--- src/rtl/keypad_scanner_if.sv ---
// Keypad matrix and key-event bundle between the scanner (master) and the keypad/consumer side (slave).
interface keypad_scanner_if;
   logic [3:0] row;
   logic [3:0] col;
   logic [3:0] key_code;
   logic       key_valid;
   logic       key_down;

   modport master (input row, output col, output key_code, output key_valid, output key_down);
   modport slave  (output row, input col, input key_code, input key_valid, input key_down);
endinterface

--- src/rtl/keypad_scanner.sv ---
// 4x4 matrix keypad scanner: column drive, row synchroniser, debounce, key event strobe.
// Optional auto-repeat while a key is held is enabled by defining KEYPAD_REPEAT_EN.
module keypad_scanner #(
   parameter int SCAN_DIV     = 50000,
   parameter int DEBOUNCE_CNT = 4,
   parameter int REPEAT_DELAY = 40,
   parameter int REPEAT_RATE  = 8
) (
   input  logic clk,
   input  logic rst,
   keypad_scanner_if.master kp
);

   localparam int DIV_W = $clog2(SCAN_DIV);
   localparam int DEB_W = $clog2(DEBOUNCE_CNT + 1);

   if (SCAN_DIV < 2 || DEBOUNCE_CNT < 1 || REPEAT_DELAY < 1 || REPEAT_RATE < 1) begin : g_param_check
      $error("keypad_scanner: parameter out of range");
   end

   typedef enum logic [1:0] {SCAN, DEBOUNCE, HOLD} state_t;

   state_t           state_q;
   logic [3:0]       row_meta_q;
   logic [3:0]       row_s_q;
   logic [DIV_W-1:0] div_q;
   logic [3:0]       col_q;
   logic [3:0]       key_code_q;
   logic             key_valid_q;
   logic             key_down_q;
   logic [1:0]       row_idx_q;
   logic [DEB_W-1:0] match_q;
   logic [DEB_W-1:0] release_q;

`ifdef KEYPAD_REPEAT_EN
   localparam int REP_MAX = (REPEAT_DELAY > REPEAT_RATE) ? REPEAT_DELAY : REPEAT_RATE;
   localparam int REP_W   = $clog2(REP_MAX + 1);

   logic [REP_W-1:0] rep_q;
   logic             rep_armed_q;
   logic [REP_W-1:0] rep_target;

   // First repeat waits the long delay, later ones use the shorter rate.
   assign rep_target = rep_armed_q ? REP_W'(REPEAT_RATE) : REP_W'(REPEAT_DELAY);
`endif

   logic       tick;
   logic       key_ok;
   logic       same_key;
   logic       accept;
   logic [1:0] row_idx;
   logic [1:0] col_idx;
   logic [3:0] col_d;

   always_comb begin
      tick    = (div_q == DIV_W'(SCAN_DIV - 1));
      key_ok  = 1'b0;
      row_idx = 2'd0;
      // Only a single low row is a key; none or several is treated as idle.
      case (row_s_q)
         4'b1110: begin key_ok = 1'b1; row_idx = 2'd0; end
         4'b1101: begin key_ok = 1'b1; row_idx = 2'd1; end
         4'b1011: begin key_ok = 1'b1; row_idx = 2'd2; end
         4'b0111: begin key_ok = 1'b1; row_idx = 2'd3; end
         default: ;
      endcase
      case (col_q)
         4'b1101: col_idx = 2'd1;
         4'b1011: col_idx = 2'd2;
         4'b0111: col_idx = 2'd3;
         default: col_idx = 2'd0;
      endcase
      col_d    = {col_q[2:0], col_q[3]};
      same_key = key_ok && (row_idx == row_idx_q);
      accept   = 1'b0;
      if (tick) begin
         if (state_q == SCAN && key_ok && DEBOUNCE_CNT == 1)
            accept = 1'b1;
         if (state_q == DEBOUNCE && same_key && (match_q + DEB_W'(1) == DEB_W'(DEBOUNCE_CNT)))
            accept = 1'b1;
      end
   end

   always_ff @(posedge clk or negedge rst) begin
      if (!rst) begin
         state_q     <= SCAN;
         row_meta_q  <= 4'hF;
         row_s_q     <= 4'hF;
         div_q       <= '0;
         col_q       <= 4'b1110;
         key_code_q  <= 4'd0;
         key_valid_q <= 1'b0;
         key_down_q  <= 1'b0;
         row_idx_q   <= 2'd0;
         match_q     <= '0;
         release_q   <= '0;
`ifdef KEYPAD_REPEAT_EN
         rep_q       <= '0;
         rep_armed_q <= 1'b0;
`endif
      end else begin
         row_meta_q  <= kp.row;
         row_s_q     <= row_meta_q;
         div_q       <= tick ? '0 : div_q + DIV_W'(1);
         key_valid_q <= 1'b0;

         if (accept) begin
            state_q     <= HOLD;
            key_code_q  <= {row_idx, col_idx};
            key_valid_q <= 1'b1;
            key_down_q  <= 1'b1;
            row_idx_q   <= row_idx;
            release_q   <= '0;
`ifdef KEYPAD_REPEAT_EN
            rep_q       <= '0;
            rep_armed_q <= 1'b0;
`endif
         end else if (tick) begin
            case (state_q)
               SCAN: begin
                  if (key_ok) begin
                     state_q   <= DEBOUNCE;
                     row_idx_q <= row_idx;
                     match_q   <= DEB_W'(1);
                  end else begin
                     col_q <= col_d;
                  end
               end
               DEBOUNCE: begin
                  if (same_key) begin
                     match_q <= match_q + DEB_W'(1);
                  end else begin
                     state_q <= SCAN;
                     col_q   <= col_d;
                  end
               end
               HOLD: begin
                  if (key_ok) begin
                     release_q <= '0;
`ifdef KEYPAD_REPEAT_EN
                     if (same_key) begin
                        if (rep_q + REP_W'(1) == rep_target) begin
                           key_valid_q <= 1'b1;
                           rep_q       <= '0;
                           rep_armed_q <= 1'b1;
                        end else begin
                           rep_q <= rep_q + REP_W'(1);
                        end
                     end
`endif
                  end else if (release_q + DEB_W'(1) == DEB_W'(DEBOUNCE_CNT)) begin
                     state_q    <= SCAN;
                     key_down_q <= 1'b0;
                     col_q      <= col_d;
                     release_q  <= '0;
`ifdef KEYPAD_REPEAT_EN
                     rep_q       <= '0;
                     rep_armed_q <= 1'b0;
`endif
                  end else begin
                     release_q <= release_q + DEB_W'(1);
                  end
               end
               default: state_q <= SCAN;
            endcase
         end
      end
   end

   assign kp.col       = col_q;
   assign kp.key_code  = key_code_q;
   assign kp.key_valid = key_valid_q;
   assign kp.key_down  = key_down_q;

endmodule

--- src/flat_wrapper.sv ---
// flat-port wrapper written by rule: the top's interface ports become plain ports
module keypad_scanner_flat 
#(
   parameter int SCAN_DIV     = 50000,
   parameter int DEBOUNCE_CNT = 4,
   parameter int REPEAT_DELAY = 40,
   parameter int REPEAT_RATE  = 8
)
  (clk, rst, kp_row, kp_col, kp_key_code, kp_key_valid, kp_key_down);
  keypad_scanner_if kp_i ();
  input  logic clk;
  input  logic rst;
  input wire logic [$bits(kp_i.row)-1:0] kp_row;
  output wire logic [$bits(kp_i.col)-1:0] kp_col;
  output wire logic [$bits(kp_i.key_code)-1:0] kp_key_code;
  output wire logic [$bits(kp_i.key_valid)-1:0] kp_key_valid;
  output wire logic [$bits(kp_i.key_down)-1:0] kp_key_down;
  assign kp_i.row = kp_row;
  assign kp_col = kp_i.col;
  assign kp_key_code = kp_i.key_code;
  assign kp_key_valid = kp_i.key_valid;
  assign kp_key_down = kp_i.key_down;
  keypad_scanner #(.SCAN_DIV(SCAN_DIV), .DEBOUNCE_CNT(DEBOUNCE_CNT), .REPEAT_DELAY(REPEAT_DELAY), .REPEAT_RATE(REPEAT_RATE)) u_core (.clk(clk), .rst(rst), .kp(kp_i));
endmodule
--- config.mk ---
export PLATFORM = sky130hd
export DESIGN_NAME = keypad_scanner_flat
export DESIGN_NICKNAME = d
export VERILOG_FILES = /design/src/rtl/keypad_scanner_if.sv /design/src/rtl/keypad_scanner.sv /design/src/flat_wrapper.sv
export SDC_FILE = /design/constraint.sdc
export NUM_CORES = 1
export LEC_CHECK = 0
export CAP_MARGIN = 20
export CELL_PAD_IN_SITES_DETAIL_PLACEMENT = 1
export CELL_PAD_IN_SITES_GLOBAL_PLACEMENT = 1
export CORE_AREA = 3 3 70 78
export CTS_CLUSTER_DIAMETER = 40
export CTS_CLUSTER_SIZE = 20
export DETAILED_ROUTE_END_ITERATION = 16
export DIE_AREA = 0 0 73 81
export PLACE_DENSITY = 0.76
export SLEW_MARGIN = 40
export SYNTH_ARGS = -nofsm -noshare
export SYNTH_HDL_FRONTEND = slang
export SYNTH_SLANG_ARGS = --single-unit
--- constraint.sdc ---
create_clock -name clk -period 2.4 [get_ports clk]
set_clock_uncertainty 0.1 [all_clocks]
set_input_delay 0.24 -clock clk [delete_from_list [all_inputs] [get_ports clk]]
set_output_delay 0.24 -clock clk [all_outputs]
set_load 0.005 [all_outputs]
==> out/metrics.cfg, run 1 <==
[cts]
htreeDepth = 2
cts_buffers = 5
clock-sinks = 44
cts_tree = built
clock_path_buffers = 2
clock_latency_ns = 0.30
clk_pin_slew_worst_paths_ns = 0.09
cts_root_buf = clkbuf_8

[synthesis]
synthXorXnorAreaFrac_pct = 7.32
netlist_instances = 192
syn_nets = 203
ys_seq_area_share_pct = 51.7
synth_top_family_by_area = simple AND/OR/NAND/NOR gates
yosys_register_bits = 44
yosys.area_share.adder_pct = 2.90
synth_compound_area_share_pct = 10.8
muxShareOfSynthArea_pct = 4.30
synth_edf_count = 0
synth_area_mm2 = 0.00215
ys.flop_type = dfrtp_1
syn_avg_cell_area_um2 = 11.2
async_flop_share_pct = 100
yosys_warnings = 0
synth_cell_types = 54
yosys.area_share.simple_pct = 20.7

[sta]
setup_viol = 0
final_hold_viol_count = 0
fin_crit_ns = 2.27
slew_violations = 0
finalSetupTns_ns = 0
relSlewSlack_pct = 63.4
final.period_utilization_pct = 94.7
rsz0062_at_grt = no
hold_ws_ns = 0.247
tightest_slew_ns = 0.549
fmax_ghz = 0.440

[flow_run]
drv_cap = 0

[floorplan]
coreArea_mm2 = 0.00472
die_y_um = 81
die_w_um = 73
die_area_mm2 = 0.00591
pin_count = 16
initial_utilization_pct = 45.7
row_count = 26

[layout]
drive_gt1_share_pct = 18.7
most-common-layout-cells = 33 x dfrtp_1, 19 x nand2_1, 14 x clkdlybuf4s50_1
syn_to_final_growth_pct = 15.6
fin_nets = 224
diodes = 0
num-fill-cells = 493
final_common_cell = dfrtp_1

[pwr]
power_density_mw_per_mm2 = 550
leakage_nw = 1.11
p_sw_mw = 0.291
clkPwrFrac_pct = 41.0
switching_share_pct = 21.3
seq_power_share_pct = 55.6
peakVddDrop_mv = 0.349
combPwrFrac_pct = 3.4
p_int_mw = 1.08

[placement]
dpl.hpwl_mm = 3.28
port_buffers = 15
gp_congestion = 0.863

[routing]
drc_errors = 0
drtPass1Iterations = 4
vias_per_cell = 5.57
ant_nets = 0
routedWlPerCell_um = 16.5
wirelength_mm = 4.46
dr.first_iter.drc_count = 73
num_vias = 1504

[min_path]
holdPathStages = 1
min_path_type = primary input to flop
hold-path-endpoint = u_core.row_meta_q[3]
min_from = kp_row[3]

[run_status]
outcome = finished, final reports clean

[setup_path]
r2r_slack_ns = 0.13
reg2reg_from = u_core.row_s_q[1]
r2r_end = u_core.kp.col[0]
arrival_ns = 2.36
crit_path_start_kind = flop
path_class = flop to flop
end_kind = flop
critPathMaxFanout = 9
crit_required_ns = 2.48
rr_worst_depth = 5

[grt]
gr-total-overflow = 0
grt_pass1_vias = 1693
antenna_found_initial = 0
grt_pass1_wl_mm = 7.84
grt_max_degree = 45
grt_usage_pct = 17.2

## layout make-up
| class | count | area, um^2 | area share [%] |
|---|---|---|---|
| clock buffers | 5 | 68.8 | 2.76 |
| clock inverters | 3 | 42.5 | 1.71 |
| inverters | 4 | 15.0 | 0.603 |
| multi-input cells | 139 | 998 | 40.1 |
| flip-flops and latches | 44 | 1110 | 44.8 |
| well taps | 56 | 70.1 | 2.81 |
| repair buffers | 19 | 180 | 7.24 |
## Yosys cell counts, drive strengths merged, types with 3 or more instances
library cell  count  share of area (%)
and4              3                1.3
nand2            19                3.3
xnor2             6                2.4
dfrtp            33                 38
nor2             12                2.2
o21ai            10                2.7
nand4             3               0.87
mux2              7                3.8
nor3              4               0.93
xor2             12                4.9
dfstp            11                 13
and2              4                1.2
ha                5                2.9
inv               4               0.70
buf               3                1.1
and3              6                1.7
a21oi             6                1.7
nand3            12                2.8
nand3b            3                1.0
## kinds of logic after synthesis
kind of cell               after synthesis
DFF                                     44
buffers and inverters                    9
adders and majority gates                5
and+or+nand+nor                         78
AOI/OAI and AO/OA                       30
muxes                                    8
xor gates and xnor gates                18
## layer usage
| layer | up-vias | part of all wire (%) | global-route usage, % |
|---|---|---|---|
| met5 | - | 0 | 0 |
| met2 | 17 | 55 | 31.9 |
| met3 | 5 | 2.4 | 4.21 |
| li1 | 725 | - | - |
| met4 | 0 | 1.3 | 5.17 |
| met1 | 757 | 41 | 19.0 |
## through the flow
step / utilization [%] / setup slack, ns / cells / cell area (um^2) / power, mW
after global routing: 52.8 / 0.0537 / 270 / 2490 / 1.43
after global placement: 50.0 / 0.231 / 261 / 2360 / 0.817
final: 52.8 / 0.127 / 270 / 2490 / 1.37
after CTS: 52.7 / 0.152 / 270 / 2480 / 1.39
after detailed placement: 50.1 / 0.193 / 261 / 2360 / 0.821
after floorplan: - / 0.291 / 192 / 2150 / 0.795
## worst max-delay path: stages (launching register included)
cell and delay [ns]:
dfstp_2 0.62, or3b_1 0.42, a211oi_4 0.32, nor3b_1 0.11, o21ai_2 0.24, mux2_1 0.35
## flip-flops by register name, summed over array words and instances (netlist names), 3 cells and up
| register | count |
|---|---|
| u_core.div_q | 16 |
| u_core.kp.col | 4 |
| u_core.kp.key_code | 4 |
| u_core.row_meta_q | 4 |
| u_core.row_s_q | 4 |
| u_core.match_q | 3 |
| u_core.release_q | 3 |
## worst max path at each step
stage	start	to	slack, ns	depth (start not counted)
2_1_floorplan	u_core.row_s_q[1]	u_core.kp.col[0]	0.29	6
3_3_place_gp	u_core.row_s_q[1]	u_core.kp.col[0]	0.23	5
3_5_place_dp	u_core.row_s_q[1]	u_core.kp.col[0]	0.19	5
4_1_cts	u_core.row_s_q[1]	u_core.kp.col[0]	0.15	5
5_1_grt	u_core.row_s_q[1]	u_core.kp.col[0]	0.05	5
6_report	u_core.row_s_q[1]	u_core.kp.col[0]	0.13	5
## repair_timing
item / 4_1_cts / 5_1_grt
endpoints found under the setup margin: 0 / 1
setup buffers: 0 / 0
hold buffers: 1 / 0
endpoints found under the hold margin: 33 / 0
gates resized for setup: 0 / 1
## power by group through the flow
stage | Combinational, mW | Sequential [mW] | Clock [mW]
floorplan | 0.0245 | 0.771 | 0
global placement | 0.0433 | 0.774 | 0
detailed placement | 0.0460 | 0.775 | 0
CTS | 0.0475 | 0.762 | 0.576
global route | 0.0521 | 0.763 | 0.610
finish | 0.0463 | 0.762 | 0.562
Power figures use the tool's default switching activity.
==> run 2, diff against run 1 <==
--- a/config.mk
+++ b/config.mk
@@ -8,12 +8,13 @@
 export CAP_MARGIN = 20
 export CELL_PAD_IN_SITES_DETAIL_PLACEMENT = 1
 export CELL_PAD_IN_SITES_GLOBAL_PLACEMENT = 1
-export CORE_AREA = 3 3 70 78
+export CORE_AREA = 2 2 69 77
 export CTS_CLUSTER_DIAMETER = 40
 export CTS_CLUSTER_SIZE = 20
 export DETAILED_ROUTE_END_ITERATION = 16
-export DIE_AREA = 0 0 73 81
+export DIE_AREA = 0 0 71 79
 export PLACE_DENSITY = 0.76
+export SETUP_SLACK_MARGIN = 0.02
 export SLEW_MARGIN = 40
 export SYNTH_ARGS = -nofsm -noshare
 export SYNTH_HDL_FRONTEND = slang
==> run 2 against run 1 <==
  * Via count grew 2.0%
  * Critical path type unchanged
  * Critical path depth increased by 1
  * Cell count is 0.74% higher
  * Sequential share of layout area rose by 0.14 points
  * Worst hold slack got worse by 0.00053 ns
  * Core utilization shrank 2.1 points
  * Sequential power hardly changed
  * Power down 0.94%
  * Highest routed layer unchanged
  * Combinational power barely moved
  * Design area is 0.30% lower
  * Die area down 5.1%
  * Largest power group unchanged
==> out/metrics.cfg, run 2 (same netlist as run 1, synthesis figures left out) <==
[placement]
dpl.hpwl_mm = 3.37  ; +2.7%
place_inst = 263  ; +0.77%
port_buffers = 15  ; unchanged
gp_congestion = 0.854  ; -1.0%
place_area_mm2 = 0.00236  ; +0.11%

[sta]
fin_crit_ns = 2.24  ; -0.0308 ns
final.period_utilization_pct = 93.4  ; -1.3 points
final_hold_viol_count = 0  ; unchanged
rsz0062_at_grt = no
finalSetupTns_ns = 0  ; unchanged
tightest_slew_ns = 0.546  ; -0.00257 ns
fmax_ghz = 0.446  ; +1.4%
setup_viol = 0  ; unchanged
relSlewSlack_pct = 63.6  ; +0.17 points
slew_violations = 0  ; unchanged

[routing]
drc_errors = 0  ; unchanged
drtPass1Iterations = 4  ; unchanged
wirelength_mm = 4.42  ; -0.81%
dr.first_iter.drc_count = 66  ; -9.6%
routedWlPerCell_um = 16.3  ; -1.5%
vias_per_cell = 5.64  ; +1.2%
num_vias = 1534  ; +2.0%
ant_nets = 0  ; unchanged

[setup_path]
crit_required_ns = 2.48  ; about the same
arrival_ns = 2.32  ; -0.04 ns
end_kind = flop
crit_path_start_kind = flop
path_class = flop to flop
critPathMaxFanout = 9  ; unchanged

[cts]
cts_resized = 0  ; unchanged
cts_tree = built
clock_latency_ns = 0.29  ; about the same
clock_path_buffers = 2  ; unchanged
clock-sinks = 44  ; unchanged
clk_pin_slew_worst_paths_ns = 0.08  ; about the same
htreeDepth = 2  ; unchanged
cts_buffers = 5  ; unchanged
cts_root_buf = clkbuf_8

[layout]
most-common-layout-cells = 33 x dfrtp_1, 19 x nand2_1, 14 x clkdlybuf4s50_1
design_area_mm2 = 0.00248  ; -0.30%
fin_util_pct = 50.7  ; -2.1 points
diodes = 0  ; unchanged
fin_nets = 224  ; unchanged
final_common_cell = dfrtp_1
regMostFlops = u_core.div_q
largest_register_ffs = 16  ; unchanged
drive_gt1_share_pct = 17.8  ; -0.93 points
finalNonFillerCells = 272  ; +0.74%
syn_to_final_growth_pct = 15.2

[pwr]
clkPwrFrac_pct = 40.4  ; -0.6 points
power_density_mw_per_mm2 = 547  ; -0.64%
p_int_mw = 1.08  ; about the same
p_sw_mw = 0.277  ; -4.8%
seq_power_share_pct = 56.1  ; +0.5 points
combPwrFrac_pct = 3.4  ; about the same
leakage_nw = 1.11  ; about the same
peakVddDrop_mv = 0.363  ; +4.0%
switching_share_pct = 20.4  ; -0.82 points

[floorplan]
die_area_mm2 = 0.00561  ; -5.1%
coreArea_mm2 = 0.00490  ; +3.8%
initial_utilization_pct = 44.0  ; -1.7 points
die_w_um = 71  ; -2.7%
die_y_um = 79  ; -2.5%
row_count = 27  ; +3.8%
pin_count = 16  ; unchanged

[grt]
antenna_found_initial = 0  ; unchanged
grt_pass1_vias = 1753  ; +3.5%
gr-total-overflow = 0  ; unchanged
grt_usage_pct = 18.1  ; +0.93 points
grt_max_degree = 45  ; unchanged
grt_pass1_wl_mm = 7.93  ; +1.1%

[flow_run]
drv_cap = 0  ; unchanged

[min_path]
min_path_type = flop to flop

[run_status]
outcome = finished, final reports clean

## run 2: layout make-up
class | instances | area, um^2
inverter | 4 | 15.0
fill | 523 | 2420
timing repair buffer | 19 | 180
clock buffer | 6 | 72.6
clock inverter | 2 | 35.0
sequential | 44 | 1110
tap | 58 | 72.6
multi-input combinational | 139 | 992
## run 2: final timing paths
check	from	end	slack, ns	cells after the start
worst max-delay path	u_core.row_s_q[1]	u_core.kp.key_code[3]	0.16	6
worst max register to register	u_core.row_s_q[1]	u_core.kp.key_code[3]	0.16	6
worst min register to register	u_core.row_meta_q[0]	u_core.row_s_q[0]	0.25	0
worst min-delay path	u_core.row_meta_q[0]	u_core.row_s_q[0]	0.25	0
min in group asynchronous	rst	u_core.kp.key_code[2]	0.37	2
max in group asynchronous	rst	u_core.row_meta_q[0]	1.45	2
## run 2: worst max-delay path, cell delays in order (launching register included)
cell and delay [ns]:
dfstp_2 0.62, or3b_1 0.41, a211oi_4 0.31, o2111ai_1 0.31, buf_4 0.26, nand2_1 0.06
o21ai_1 0.06
## run 2: what timing repair did
item                      CTS  global route
hold endpoints to repair   33             0
setup buffers               0             0
hold buffers                1             0
## run 2: per-stage QoR
stage | setup slack [ns] | power (mW) | hold slack [ns]
final | 0.157 | 1.36 | 0.246
after global routing | 0.0427 | 1.42 | 0.249
after floorplan | 0.291 | 0.795 | -0.156
after CTS | 0.170 | 1.38 | 0.249
after global placement | 0.235 | 0.817 | 0.246
after detailed placement | 0.180 | 0.822 | 0.166
## run 2: power groups by stage
stage	sequential (mW)	combinational [mW]	clock, mW
floorplan	0.771	0.0245	0
global placement	0.774	0.0433	0
detailed placement	0.776	0.0464	0
CTS	0.762	0.0476	0.568
global route	0.763	0.0517	0.604
finish	0.762	0.0464	0.549
## run 2: per-layer routing
layer	vias up	part of all wire (%)	routed length [um]	global-route usage (%)
li1	725	-	-	-
met1	773	40	1750	19.4
met2	21	55	2430	33.7
met3	15	2.3	102	3.93
met4	0	3.0	131	7.92
met5	-	0	0	0
==> run 3, diff against run 2 <==
--- a/config.mk
+++ b/config.mk
@@ -15,7 +15,6 @@
 export DIE_AREA = 0 0 71 79
 export PLACE_DENSITY = 0.76
 export SETUP_SLACK_MARGIN = 0.02
-export SLEW_MARGIN = 40
 export SYNTH_ARGS = -nofsm -noshare
 export SYNTH_HDL_FRONTEND = slang
 export SYNTH_SLANG_ARGS = --single-unit
==> run 3 against run 2 <==
  * The run now ends with negative hold slack left
  * Power fell by 0.24%
  * Critical path depth stayed put
  * Sequential share of layout area up 0.23 points
  * Wire length down 0.36%
  * Register-to-register slack about the same
  * Design area down 0.50%
  * Fmax rose by 0.19%
  * Non-clock buffer count decreased by 1
  * Sequential power hardly changed
  * Die area unchanged
  * Count of clock-buffer cells in the layout unchanged
  * Largest power group unchanged
  * Highest routed layer unchanged
==> out/metrics.cfg, run 3 (same netlist as run 1, synthesis figures left out) <==
[run_status]
outcome = complete, but fails checks
violations = negative hold slack

[layout]
fin_nets = 223  ; -0.45%
syn_to_final_growth_pct = 14.6
most-common-layout-cells = 33 x dfrtp_1, 19 x nand2_1, 14 x clkdlybuf4s50_1
final_common_cell = dfrtp_1
regMostFlops = u_core.div_q
diodes = 0  ; unchanged
largest_register_ffs = 16  ; unchanged
drive_gt1_share_pct = 17.8  ; +0.083 points

[sta]
hold_ws_ns = -0.00874  ; -0.255 ns
slew_violations = 0  ; unchanged
postLayoutSetupSlackWorst_ns = 0.162  ; +0.00417 ns
fmax_ghz = 0.447  ; +0.19%
rsz0062_at_grt = no
relSlewSlack_pct = 35.8  ; -28 points
tightest_slew_ns = 0.963  ; +0.417 ns
final_hold_viol_count = 4  ; +4
finalSetupTns_ns = 0  ; unchanged
fin_crit_ns = 2.24  ; -0.00417 ns
setup_viol = 0  ; unchanged
final.period_utilization_pct = 93.3  ; -0.17 points

[routing]
drtPass1Iterations = 4  ; unchanged
vias_per_cell = 5.66  ; +0.43%
drc_errors = 0  ; unchanged
ant_nets = 0  ; unchanged
dr.first_iter.drc_count = 71  ; +7.6%
wirelength_mm = 4.40  ; -0.36%
num_vias = 1535  ; +0.065%
routedWlPerCell_um = 16.3  ; about the same

[grt]
gr-total-overflow = 0  ; unchanged
grt_max_degree = 45  ; unchanged
antenna_found_initial = 0  ; unchanged
grt_usage_pct = 18.1  ; unchanged
grt_pass1_wl_mm = 7.91  ; -0.18%
grt_pass1_vias = 1758  ; +0.29%

[floorplan]
die_area_mm2 = 0.00561  ; unchanged
die_y_um = 79  ; unchanged
initial_utilization_pct = 44.0  ; unchanged
row_count = 27  ; unchanged
pin_count = 16  ; unchanged
coreArea_mm2 = 0.00490  ; unchanged
die_w_um = 71  ; unchanged

[cts]
htreeDepth = 2  ; unchanged
clock_latency_ns = 0.29  ; about the same
cts_tree = built
cts_root_buf = clkbuf_8
post_cts_buffers = 0  ; unchanged
clock_path_buffers = 2  ; unchanged
cts_buffers = 5  ; unchanged
clk_pin_slew_worst_paths_ns = 0.08  ; about the same
cts_resized = 0  ; unchanged
clock-sinks = 44  ; unchanged
ctsHoldBuffers = 0  ; -1

[setup_path]
arrival_ns = 2.32  ; about the same
critPathMaxFanout = 9  ; unchanged
crit_path_start_kind = flop
end_kind = flop
rr_worst_depth = 6  ; unchanged
path_class = flop to flop
crit_required_ns = 2.48  ; about the same

[pwr]
peakVddDrop_mv = 0.362  ; -0.27%
power_mw = 1.35  ; -0.24%
combPwrFrac_pct = 3.3  ; about the same
clkPwrFrac_pct = 40.4  ; about the same
p_int_mw = 1.08  ; -0.15%
p_sw_mw = 0.276  ; -0.61%
leakage_nw = 1.11  ; -0.45%
seq_power_share_pct = 56.3  ; +0.2 points
switching_share_pct = 20.4  ; -0.076 points
power_density_mw_per_mm2 = 548  ; +0.26%

[placement]
gp_congestion = 0.854  ; unchanged
port_buffers = 15  ; unchanged
dpl.hpwl_mm = 3.37  ; about the same
pre_cts_ws_ns = 0.180  ; unchanged

[flow_run]
drv_cap = 0  ; unchanged

[min_path]
min_path_type = primary input to asynchronous set/reset pin

run 3: cell count changes in the layout (fill, tap and decap cells not counted):
| cell | before | now |
|---|---|---|
| dlygate4sd3_1 | 1 | 0 |
| buf_4 | 4 | 3 |
| buf_2 | 0 | 1 |
run 3: final cells by class:
class                           count  area [um^2]
Fill cell                         524         2430
Sequential cell                    44         1110
Multi-Input combinational cell    139          992
Timing Repair Buffer               18          168
Clock buffer                        6         72.6
Tap cell                           58         72.6
Clock inverter                      2         35.0
Inverter                            4         15.0
run 3: worst max-delay path, cell delays in order (launching register included):
cell and delay, ns:
dfstp_2 0.62, or3b_1 0.41, a211oi_4 0.31, o2111ai_1 0.31, buf_4 0.26, nand2_1 0.06, o21ai_1 0.06
run 3: worst paths after layout:
kind | end | slack (ns) | startpoint
worst max register to register | u_core.kp.key_code[3] | 0.16 | u_core.row_s_q[1]
worst min-delay path | u_core.kp.key_code[2] | -0.009 | rst
worst max-delay path | u_core.kp.key_code[3] | 0.16 | u_core.row_s_q[1]
worst min register to register | u_core.row_s_q[0] | 0.25 | u_core.row_meta_q[0]
min in group clk | u_core.row_s_q[0] | 0.25 | u_core.row_meta_q[0]
max in group asynchronous | u_core.div_q[5] | 1.60 | rst
run 3: metrics by stage:
stage | instances | cell area (um^2) | utilization, %
after floorplan | 192 | 2150 | -
after global placement | 263 | 2360 | 48.2
after detailed placement | 263 | 2360 | 48.2
after CTS | 271 | 2470 | 50.4
after global routing | 271 | 2470 | 50.4
final | 271 | 2470 | 50.4
run 3: power by group through the flow:
stage	Sequential, mW	Clock (mW)	Combinational [mW]
after floorplan	0.771	0	0.0245
after global placement	0.774	0	0.0433
after detailed placement	0.776	0	0.0459
after CTS	0.762	0.568	0.0458
after global routing	0.763	0.604	0.0498
final	0.762	0.547	0.0448
run 3: layer usage:
layer  wire length, um  GRT usage [%]  vias to the layer above
met2              2430           33.9                       24
met4               123           7.92                        0
li1                  -              -                      724
met1              1740           19.2                      773
met5                 0              0                        -
met3               103           3.93                       14
